### config.mk
export PLATFORM = sky130hd
export DESIGN_NAME = bit_serial_alu_ctrl
export DESIGN_NICKNAME = d
export VERILOG_FILES = /design/src/rtl/bit_serial_alu_ctrl.sv
export SDC_FILE = /design/constraint.sdc
export NUM_CORES = 1
export LEC_CHECK = 0
export ABC_CLOCK_PERIOD_IN_PS = 1650
export CAP_MARGIN = 0
export CORE_MARGIN = 2
export CORE_UTILIZATION = 35
export DETAILED_ROUTE_END_ITERATION = 10
export PLACE_DENSITY = 0.61
export SETUP_SLACK_MARGIN = 0.15
export SYNTH_ARGS = -nofsm -noshare
export SYNTH_HDL_FRONTEND = slang
export SYNTH_SLANG_ARGS = --single-unit
### constraint.sdc
create_clock -name clk -period 1.65 [get_ports clk]
set_input_delay 0.33 -clock clk [delete_from_list [all_inputs] [get_ports clk]]
set_output_delay 0.33 -clock clk [all_outputs]
set_load 0.005 [all_outputs]
### src/rtl/bit_serial_alu_ctrl.sv
// Bit-serial sequencer for an external 1-bit ALU slice: walks an N-bit op LSB first,
// carrying the slice carry between steps and assembling the result.
module bit_serial_alu_ctrl #(
    parameter int N = 8
) (
    input  logic         clk,
    input  logic         rst_n,
    input  logic         start,
    input  logic [N-1:0] a_in,
    input  logic [N-1:0] b_in,
    input  logic [1:0]   op_in,
    output logic         busy,
    output logic         done,
    output logic [N-1:0] result,
    output logic         cout_o,
    output logic         ovf,
    output logic         alu_a,
    output logic         alu_b,
    output logic         alu_cin,
    output logic [1:0]   alu_op,
    input  logic         alu_s,
    input  logic         alu_cout
);
    localparam int IW = (N > 1) ? $clog2(N) : 1;
    localparam logic [IW-1:0] LAST = IW'(N - 1);

    typedef enum logic [1:0] {IDLE, RUN, FIN} state_t;

    state_t        state;
    logic [IW-1:0] idx;
    logic          carry;
    logic          msb_cin;
    logic [N-1:0]  a_r, b_r;
    logic [1:0]    op_r;

    always_ff @(posedge clk or negedge rst_n) begin
        if (!rst_n) begin
            state   <= IDLE;
            idx     <= '0;
            carry   <= 1'b0;
            msb_cin <= 1'b0;
            a_r     <= '0;
            b_r     <= '0;
            op_r    <= 2'b00;
            result  <= '0;
            cout_o  <= 1'b0;
            ovf     <= 1'b0;
            busy    <= 1'b0;
            done    <= 1'b0;
        end else begin
            case (state)
                IDLE: begin
                    done <= 1'b0;
                    if (start) begin
                        a_r   <= a_in;
                        b_r   <= b_in;
                        op_r  <= op_in;
                        idx   <= '0;
                        // SUB seeds the +1 of A + ~B + 1; the slice inverts B itself
                        carry <= (op_in == 2'b11);
                        busy  <= 1'b1;
                        state <= RUN;
                    end
                end
                RUN: begin
                    result[idx] <= alu_s;
                    carry       <= alu_cout;
                    if (idx == LAST) begin
                        msb_cin <= carry;
                        // logic ops report no carry/overflow whatever the slice says
                        cout_o  <= op_r[1] & alu_cout;
                        ovf     <= op_r[1] & (carry ^ alu_cout);
                        done    <= 1'b1;
                        state   <= FIN;
                    end else begin
                        idx <= idx + 1'b1;
                    end
                end
                FIN: begin
                    done  <= 1'b0;
                    busy  <= 1'b0;
                    state <= IDLE;
                end
                default: state <= IDLE;
            endcase
        end
    end

    always_comb begin
        alu_a   = 1'b0;
        alu_b   = 1'b0;
        alu_cin = 1'b0;
        if (state == RUN) begin
            alu_a   = a_r[idx];
            alu_b   = b_r[idx];
            alu_cin = carry;
        end
    end

    assign alu_op = op_r;

    logic unused_msb_cin;
    assign unused_msb_cin = msb_cin;

endmodule

==> impl_metrics.yaml, run 1 <==
run_status:
  status: "finished with violations"
  violations: "negative setup slack"
placed_design:
  dp_hpwl_um: 2580
  place_area_um2: 2300
  numPortBuffers: 39
  gp_congestion: 0.790
grt:
  grt_pass1_wl_um: 6310
  track_usage_pct: 15.5
  grt_start_max_net_pins: 37
  grt-ovfl-total: 0
  grt_pass1_vias: 1324
  met1_usage_pct: 20.0
  antenna_found_initial: 0
  met2_usage_pct: 24.8
  grt_use_met3_pct: 4.53
  top_usage_layer: "met2"
detailed_routing:
  num_vias: 1305
  drc_errors: 0
  routed_wirelength_um: 4160
  drt-pass1-iter-count: 2
  wire_per_inst_um: 15.4
  vias_per_cell: 4.83
  drt-initial-drc-count: 56
  detail-route-antenna-nets: 0
sta:
  rsz0062_at_grt: "true"
  fmax_mhz: 525
  timing.final.crit_period_ns: 1.90
  hold_violations: 0
  period_share_pct: 115
  slew_viol_final: 0
  fin_skew_ns: 0.00820
  worstMarginPinSlew_ns: 0.427
  relSlewSlack_pct: 71.5
  worst_slack_ns: -0.253
  finalSetupViolCount: 16
floorplan:
  fp.dieW_um: 73.4
  core_area_um2: 4690
  dieHeight_um: 73.4
  rows: 25
  dieArea_um2: 5390
  start_util_pct: 35.9
  pin_count: 40
power:
  p_per_area_nw_per_um2: 1920
  leakage_nw: 1.40
  ir_worst_vdd_v: 0.000883
  total_power_mw: 5.46
critical_path:
  crit_buf_inv: 4
  critPathSlowestCell: "dfrtp_1"
  critPathTopFamily: "buffers and inverters"
  path_common_cell: "buf_6"
  crit_path_max_fanout: 5
  worstSetupStartpointType: "register"
  critPathKind: "reg2reg"
  cp-end-kind: "register"
  cp_data_required_time_ns: 1.82
  cp.arrival_ns: 2.08
  reg2regPathDepth: 9
  cp_num_cells: 9
  max_stage_delay_ns: 0.40
  path_cells: "buf_6 -> buf_6 -> buf_4 -> buf_6 -> ha_4 -> ha_4 -> nor3b_4 -> nor2_4 -> mux2_4"
  r2r_setup_slack_ns: -0.25
yosys:
  avgSynthCellArea_um2: 13.4
  synth_compound_area_share_pct: 5.20
  ys_seq_area_share_pct: 53.5
  ys_ff_latch: 36
  synthMuxAreaShare_pct: 25.0
  syn_inst: 126
  synth-simple-area-share_pct: 10.3
  syn_nets: 151
  synth-adder-area-share_pct: 1.48
  synth_cell_type_count: 26
  synth_top_family_by_area: "multiplexers"
  synth_area_um2: 1690
  synth-xor-area-share_pct: 0.520
  yosys_warnings: 0
clocking:
  cts_tree: "built"
  clk_pin_slew_ns: 0.07
  clk_path_buf_depth: 2
  clk-insertion-delay-late_ns: 0.29
  ctsHoldBuffers: 0
  htreeDepth: 2
  cts-root-buf: "clkbuf_8"
  cts.sinks: 36
  numCtsBuffers: 5
finish:
  stdcell_area_um2: 2850
  finalCoreUtilization_pct: 60.7
  num-nets-final: 240
  area_growth_pct: 69.1
  diodes: 0
  drive_gt1_share_pct: 48.1
hold_path:
  min-delay-path-class: "in2async"
job:
  cap_viol_max_count: 0
-- layout make-up --
class / instances / area, µm²
Inverter: 4 / 17.5
Fill cell: 377 / 1840
Timing Repair Buffer: 87 / 888
Clock buffer: 7 / 76.3
Multi-Input combinational cell: 81 / 892
Tap cell: 54 / 67.6
Clock inverter: 1 / 5.00
Sequential cell: 36 / 903
-- worst reg2reg max path: stages, from the launching register on --
cell     delay (ns)
dfrtp_1        0.40
buf_6          0.12
buf_6          0.12
buf_4          0.13
buf_6          0.11
ha_4           0.15
ha_4           0.16
nor3b_4        0.26
nor2_4         0.07
mux2_4         0.26
-- through the flow --
| stage | setup WS (ns) | hold slack [ns] | setup TNS [ns] | instances |
|---|---|---|---|---|
| final | -0.253 | 0.405 | -2.56 | 270 |
| after global routing | -0.340 | 0.419 | -3.58 | 270 |
| after CTS | -0.272 | 0.410 | -0.645 | 254 |
| after detailed placement | -0.160 | 0.494 | -1.24 | 236 |
| after global placement | -0.135 | 0.469 | -1.20 | 236 |
| after floorplan | 0.152 | 0.0344 | 0 | 126 |
-- flip-flops by register name (all words and copies together) (netlist names) --
register,count
done,1
carry,1
b_r,8
ovf,1
state,2
busy,1
cout_o,1
a_r,8
alu_op,2
idx,3
result,8
-- placed cells by master (no fill, tap or decap), types with 2 or more instances in the layout --
cell type        Yosys  final
nor3b_4              0      2
buf_12               1      2
nor2_2               1      2
o22ai_1              2      2
o21ai_1              0      2
nand2b_1             4      4
clkdlybuf4s50_1      0     24
buf_6                2     14
a21oi_1              4      3
nand3b_1             2      2
a22o_1               2      2
clkbuf_1             0      2
dlymetal6s2s_1       0     12
nor2_1               7      5
dfrtp_1             36     34
buf_2                2      2
mux2i_2              0      2
buf_4                0     30
nand2_1              5      5
mux2i_1              8      6
clkbuf_16            0      2
o31a_1               2      2
mux2_4              10     27
ha_4                 0      2
dfrtp_2              0      2
nor3_1               6      2
clkbuf_8             0      5
inv_1                4      2
nor3_4               0      3
-- synth_stat cells, drive strengths merged --
library cell	instances	area (µm²)
a21oi	4	20.0
a221o	1	10.0
a22o	2	17.5
and3	1	6.26
buf	5	52.6
dfrtp	36	901
ha	2	25.0
inv	4	15.0
mux2	27	342
mux2i	8	80.1
nand2	5	18.8
nand2b	4	25.0
nand3b	2	15.0
nand4b	1	8.76
nor2	8	32.5
nor3	6	30.0
nor3b	2	25.0
nor4	1	12.5
o21ai	2	10.0
o22ai	2	12.5
o31a	2	17.5
xor2	1	8.76
-- metal layers --
| metal | up-vias | routed length (µm) |
|---|---|---|
| met3 | 6 | 147 |
| met4 | 0 | 63 |
| met2 | 27 | 2190 |
| li1 | 626 | - |
| met5 | - | 0 |
| met1 | 646 | 1760 |
-- logic make-up after synthesis --
logic type / Yosys count
flip-flops: 36
XOR/XNOR: 1
AND/OR/NAND/NOR: 30
adder cells (fa/ha/maj): 2
multiplexers: 35
buffers and inverters: 9
AO/OA/AOI/OAI: 13
-- final timing paths --
kind | start | end
worst max-delay path | idx[0] | idx[0]
worst min-delay path | rst_n | result[4]
worst max register to register | idx[0] | idx[0]
worst min register to register | result[2] | result[2]
max in group asynchronous | rst_n | idx[2]
min in group clk | result[2] | result[2]
-- report_power, final --
part,internal (mW),switching [mW],leakage [nW],total (mW)
Combinational,2.08,1.15,0.929,3.24
Clock,0.296,0.306,0.0422,0.602
Sequential,1.33,0.289,0.427,1.62
Total,3.71,1.75,1.40,5.46
-- what timing repair did --
| item | in CTS | in global routing |
|---|---|---|
| pin swaps | 14 | 13 |
| setup buffers | 10 | 13 |
| resized for setup | 44 | 36 |
| hold endpoints to repair | 0 | 0 |
| endpoints found under the setup margin | 14 | 51 |
| gates cloned | 0 | 3 |
(Power assumes the default switching activity.)
==> run 2: changes to the inputs <==
--- a/config.mk
+++ b/config.mk
@@ -7,10 +7,10 @@
 export LEC_CHECK = 0
 export ABC_CLOCK_PERIOD_IN_PS = 1650
 export CAP_MARGIN = 0
+export CORE_ASPECT_RATIO = 1.2
 export CORE_MARGIN = 2
 export CORE_UTILIZATION = 35
 export DETAILED_ROUTE_END_ITERATION = 10
-export PLACE_DENSITY = 0.61
 export SETUP_SLACK_MARGIN = 0.15
 export SYNTH_ARGS = -nofsm -noshare
 export SYNTH_HDL_FRONTEND = slang
==> run 2 against run 1 <==
The flow still finishes with violations (negative setup slack); sequential share of layout area grew 1.7 points; utilization decreased by 2.2 points; die area barely moved; non-clock buffer count fell by 11; cell count decreased by 2.6%; global-route usage is 0.57 points higher; clock-buffer cell count fell by 1; worst setup slack lost 0.031 ns; power fell by 4.9%; final area is 5.0% lower; worst hold slack better by 0.0024 ns; flip-flop and latch count did not move; largest cell class unchanged.
==> impl_metrics.yaml, run 2 (synthesis gave the netlist of run 1 again) <==
sta:
  worst_slack_ns: -0.284
  fmax_mhz: 517
  period_share_pct: 117
  rsz0062_at_grt: "true"
  hold_violations: 0
  timing.final.crit_period_ns: 1.93
  slew_viol_final: 0
  worstMarginPinSlew_ns: 0.296
  finalSetupViolCount: 3
  relSlewSlack_pct: 80.2
  fin_skew_ns: 0.00414
critical_path:
  r2r-end: "idx[0]"
  critPathKind: "reg2out"
  worstSetupStartpointType: "register"
  r2r-start: "idx[0]"
  cp_data_required_time_ns: 1.32
  crit_path_max_fanout: 5
  r2r_setup_slack_ns: 0
  cp-end-kind: "output port"
  reg2regPathDepth: 6
  startpoint: "idx[0]"
  cp.arrival_ns: 1.60
clocking:
  ctsHoldBuffers: 0
  cts-root-buf: "clkbuf_8"
  clk_pin_slew_ns: 0.07
  clk-insertion-delay-late_ns: 0.29
  cts_tree: "built"
  htreeDepth: 2
  cts.sinks: 36
  clk_path_buf_depth: 2
  numCtsBuffers: 5
detailed_routing:
  wire_per_inst_um: 15.7
  drt-pass1-iter-count: 4
  routed_wirelength_um: 4130
  drt-initial-drc-count: 50
  drc_errors: 0
  num_vias: 1265
  vias_per_cell: 4.81
  detail-route-antenna-nets: 0
floorplan:
  start_util_pct: 36.4
  core_area_um2: 4630
  rows: 27
  dieHeight_um: 80.0
  dieArea_um2: 5390
  pin_count: 40
  fp.dieW_um: 67.3
hold_path:
  min-delay-path-class: "in2async"
power:
  p_per_area_nw_per_um2: 1920
  ir_worst_vdd_v: 0.00101
  leakage_nw: 1.32
finish:
  layout_commonest_cell: "dfrtp_1"
  drive_gt1_share_pct: 44.9
  largest_registers: "a_r (8), b_r (8), result (8)"
  finalCoreUtilization_pct: 58.5
  num-nets-final: 229
  area_growth_pct: 60.7
  diodes: 0
  final_cell_mix: "34 x dfrtp_1, 26 x clkdlybuf4s50_1, 23 x buf_4"
grt:
  antenna_found_initial: 0
  track_usage_pct: 16.1
  grt-ovfl-total: 0
  grt_pass1_wl_um: 6460
  grt_pass1_vias: 1352
  grt_start_max_net_pins: 37
placed_design:
  post-place-ws_ns: -0.176
  gp_congestion: 0.778
  dp_hpwl_um: 2590
  numPortBuffers: 39
job:
  cap_viol_max_count: 0
run_status:
  violations: "negative setup slack"
  status: "finished with violations"
run 2: cell count changes in the layout (fill, tap and decap cells not counted), moves of 3 or more:
cell	before	now
nor3_2	1	4
buf_4	30	23
buf_6	14	8
dlymetal6s2s_1	12	9
nor3_4	3	0
mux2_2	0	5
mux2_4	27	22
run 2: cell type report:
class | instances | area [µm²]
Sequential cell | 36 | 903
Fill cell | 364 | 1920
Tap cell | 58 | 72.6
Clock inverter | 2 | 35.0
Multi-Input combinational cell | 81 | 820
Inverter | 4 | 15.0
Clock buffer | 6 | 72.6
Timing Repair Buffer | 76 | 790
run 2: critical path: stages (launching register included):
cell	delay (ns)
dfrtp_1	0.41
buf_12	0.15
buf_6	0.11
mux2i_2	0.16
nor2_1	0.07
o31a_1	0.30
buf_2	0.13
run 2: stage by stage:
step | instance area (µm²) | TNS [ns] | power, mW | std cells | hold WS [ns]
detailed placement | 2300 | -2.40 | 3.95 | 238 | 0.480
floorplan | 1700 | 0 | 2.84 | 126 | 0.0344
CTS | 2530 | -0.547 | 4.96 | 253 | 0.411
global route | 2710 | -0.793 | 5.53 | 263 | 0.456
finish | 2710 | -0.542 | 5.19 | 263 | 0.408
global placement | 2300 | -2.25 | 3.88 | 238 | 0.463
run 2: routing by layer:
metal  share of wire [%]  routed length, µm  GRT usage, %  vias to the layer above
met5                   0                  0             0                        -
met4                 2.3                 94          5.51                        0
met3                 3.6                148          3.95                       10
met2                  53               2180          27.6                       28
met1                  41               1700          19.2                      621
li1                    -                  -             -                      606
run 2: how the worst max path moves through the flow:
stage / depth (start not counted) / to / slack [ns]
2_1_floorplan: 5 / idx[0] / 0.15
3_3_place_gp: 5 / alu_b / -0.16
3_5_place_dp: 5 / alu_a / -0.18
4_1_cts: 6 / alu_a / -0.29
5_1_grt: 6 / alu_a / -0.36
6_report: 6 / alu_a / -0.28
run 2: what timing repair did:
action,in CTS,in global routing
pin swaps,6,6
cloned,0,3
endpoints found under the setup margin,9,45
buffers inserted,7,7
resized for setup,33,22
run 2: where the power goes:
part / switching, mW / internal (mW)
Combinational: 0.997 / 1.80
Clock: 0.311 / 0.448
Sequential: 0.300 / 1.33
==> run 3: changes to the inputs <==
--- a/config.mk
+++ b/config.mk
@@ -11,6 +11,7 @@
 export CORE_MARGIN = 2
 export CORE_UTILIZATION = 35
 export DETAILED_ROUTE_END_ITERATION = 10
+export PLACE_DENSITY = 0.67
 export SETUP_SLACK_MARGIN = 0.15
 export SYNTH_ARGS = -nofsm -noshare
 export SYNTH_HDL_FRONTEND = slang
==> run 3 against run 2 <==
The run still ends with negative setup slack left; power up 7.6%; final area up 4.4%; clock-buffer cell count unchanged; global-route usage up 0.34 points; clock skew up 0.0034 ns; flip-flop and latch count unchanged; critical path depth down 1; critical path type unchanged; highest routed layer unchanged.
==> impl_metrics.yaml, run 3 (synthesis gave the netlist of run 1 again) <==
run_status:
  status: "finished with violations"
  violations: "negative setup slack"
sta:
  rsz0062_at_grt: "true"
  setup_tns_ns: -0.965
  slew_viol_final: 0
  finalSetupViolCount: 10
  timing.final.crit_period_ns: 1.83
  worstMarginPinSlew_ns: 0.331
  worst_slack_ns: -0.185
  period_share_pct: 111
  fmax_mhz: 545
  fin_hold_ws_ns: 0.415
  hold_violations: 0
  relSlewSlack_pct: 77.8
  fin_skew_ns: 0.00758
detailed_routing:
  drc_errors: 0
  drt-initial-drc-count: 24
  num_vias: 1309
  routed_wirelength_um: 4370
  drt-pass1-iter-count: 4
  vias_per_cell: 4.88
  detail-route-antenna-nets: 0
  wire_per_inst_um: 16.3
critical_path:
  critPathTopFamily: "flip-flops"
  cp.arrival_ns: 1.50
  r2r-end: "idx[0]"
  critPathSlowestCell: "dfrtp_2"
  cp-end-kind: "output port"
  max_stage_delay_ns: 0.43
  r2r-start: "idx[0]"
  cp_num_cells: 5
  reg2regPathDepth: 8
  startpoint: "idx[0]"
  crit_buf_inv: 2
  crit_path_max_fanout: 5
  path_cells: "buf_6 -> mux2i_1 -> o22ai_1 -> o31a_1 -> buf_2"
  worstSetupStartpointType: "register"
  r2r_setup_slack_ns: -0.17
  cp_data_required_time_ns: 1.32
  cp-endpoint: "alu_b"
  critPathKind: "reg2out"
clocking:
  cts_tree: "built"
  cts-root-buf: "clkbuf_8"
  cts.sinks: 36
  clk-insertion-delay-late_ns: 0.29
  numCtsBuffers: 5
  clk_pin_slew_ns: 0.08
  htreeDepth: 2
  clk_path_buf_depth: 2
  ctsHoldBuffers: 0
finish:
  layout_commonest_cell: "dfrtp_1"
  area_growth_pct: 67.8
  diodes: 0
  finalCoreUtilization_pct: 61.1
  largest_registers: "a_r (8), b_r (8), result (8)"
  stdcell_area_um2: 2830
  fin_cells: 268
  num-nets-final: 234
  drive_gt1_share_pct: 47.1
  final_cell_mix: "34 x dfrtp_1, 27 x mux2_4, 26 x clkdlybuf4s50_1"
power:
  leakage_nw: 1.36
  total_power_mw: 5.59
  p_per_area_nw_per_um2: 1980
  ir_worst_vdd_v: 0.000980
grt:
  grt-ovfl-total: 0
  track_usage_pct: 16.4
  grt_start_max_net_pins: 37
  antenna_found_initial: 0
  grt_pass1_wl_um: 6650
  grt_pass1_vias: 1419
hold_path:
  min-delay-path-class: "in2async"
placed_design:
  post-place-ws_ns: -0.352
  dp_hpwl_um: 2650
  gp_congestion: 0.754
  dp_cells: 237
  numPortBuffers: 39
  place_area_um2: 2280
floorplan:
  dieHeight_um: 80.0
  core_area_um2: 4630
  pin_count: 40
  fp.dieW_um: 67.3
  rows: 27
  start_util_pct: 36.4
  dieArea_um2: 5390
job:
  cap_viol_max_count: 0
-- run 3: changes by cell type in the layout (fill, tap and decap cells not counted), sizes merged --
cell | before | now
buf | 38 | 43
dlygate4sd2 | 1 | 2
dlymetal6s2s | 9 | 8
-- run 3: worst min-delay path by stage --
stage               startpoint  endpoint  slack, ns  depth (start not counted)
floorplan                rst_n    a_r[0]       0.03                          0
global placement        cout_o    cout_o       0.46                          2
detailed placement         ovf       ovf       0.49                          2
CTS                      rst_n    b_r[6]       0.42                          2
global route             rst_n    b_r[6]       0.43                          2
finish                   rst_n    b_r[6]       0.42                          2
-- run 3: timing repair --
item	CTS	global route
pin swaps	17	10
setup endpoints to repair	17	45
setup buffers	11	9
gates resized for setup	62	17
endpoints found under the hold margin	0	0
gates cloned	0	3
-- run 3: layout make-up --
cell class,count,area (µm²)
well taps,58,72.6
clock buffers,6,72.6
flip-flops and latches,36,903
inverters,4,15.0
repair buffers,81,841
clock inverters,2,35.0
fillers,325,1800
multi-input cells,81,888
-- run 3: per-layer routing --
| metal | track usage, % | share of wire (%) | vias to the layer above |
|---|---|---|---|
| li1 | - | - | 615 |
| met3 | 2.26 | 2.4 | 5 |
| met2 | 28.8 | 55 | 27 |
| met5 | 0 | 0 | - |
| met4 | 7.14 | 1.4 | 0 |
| met1 | 19.5 | 42 | 662 |
-- run 3: power breakdown --
group / switching [mW] / total (mW) / internal [mW]
logic: 1.18 / 3.19 / 2.02
registers: 0.295 / 1.63 / 1.33
clock network: 0.318 / 0.767 / 0.449
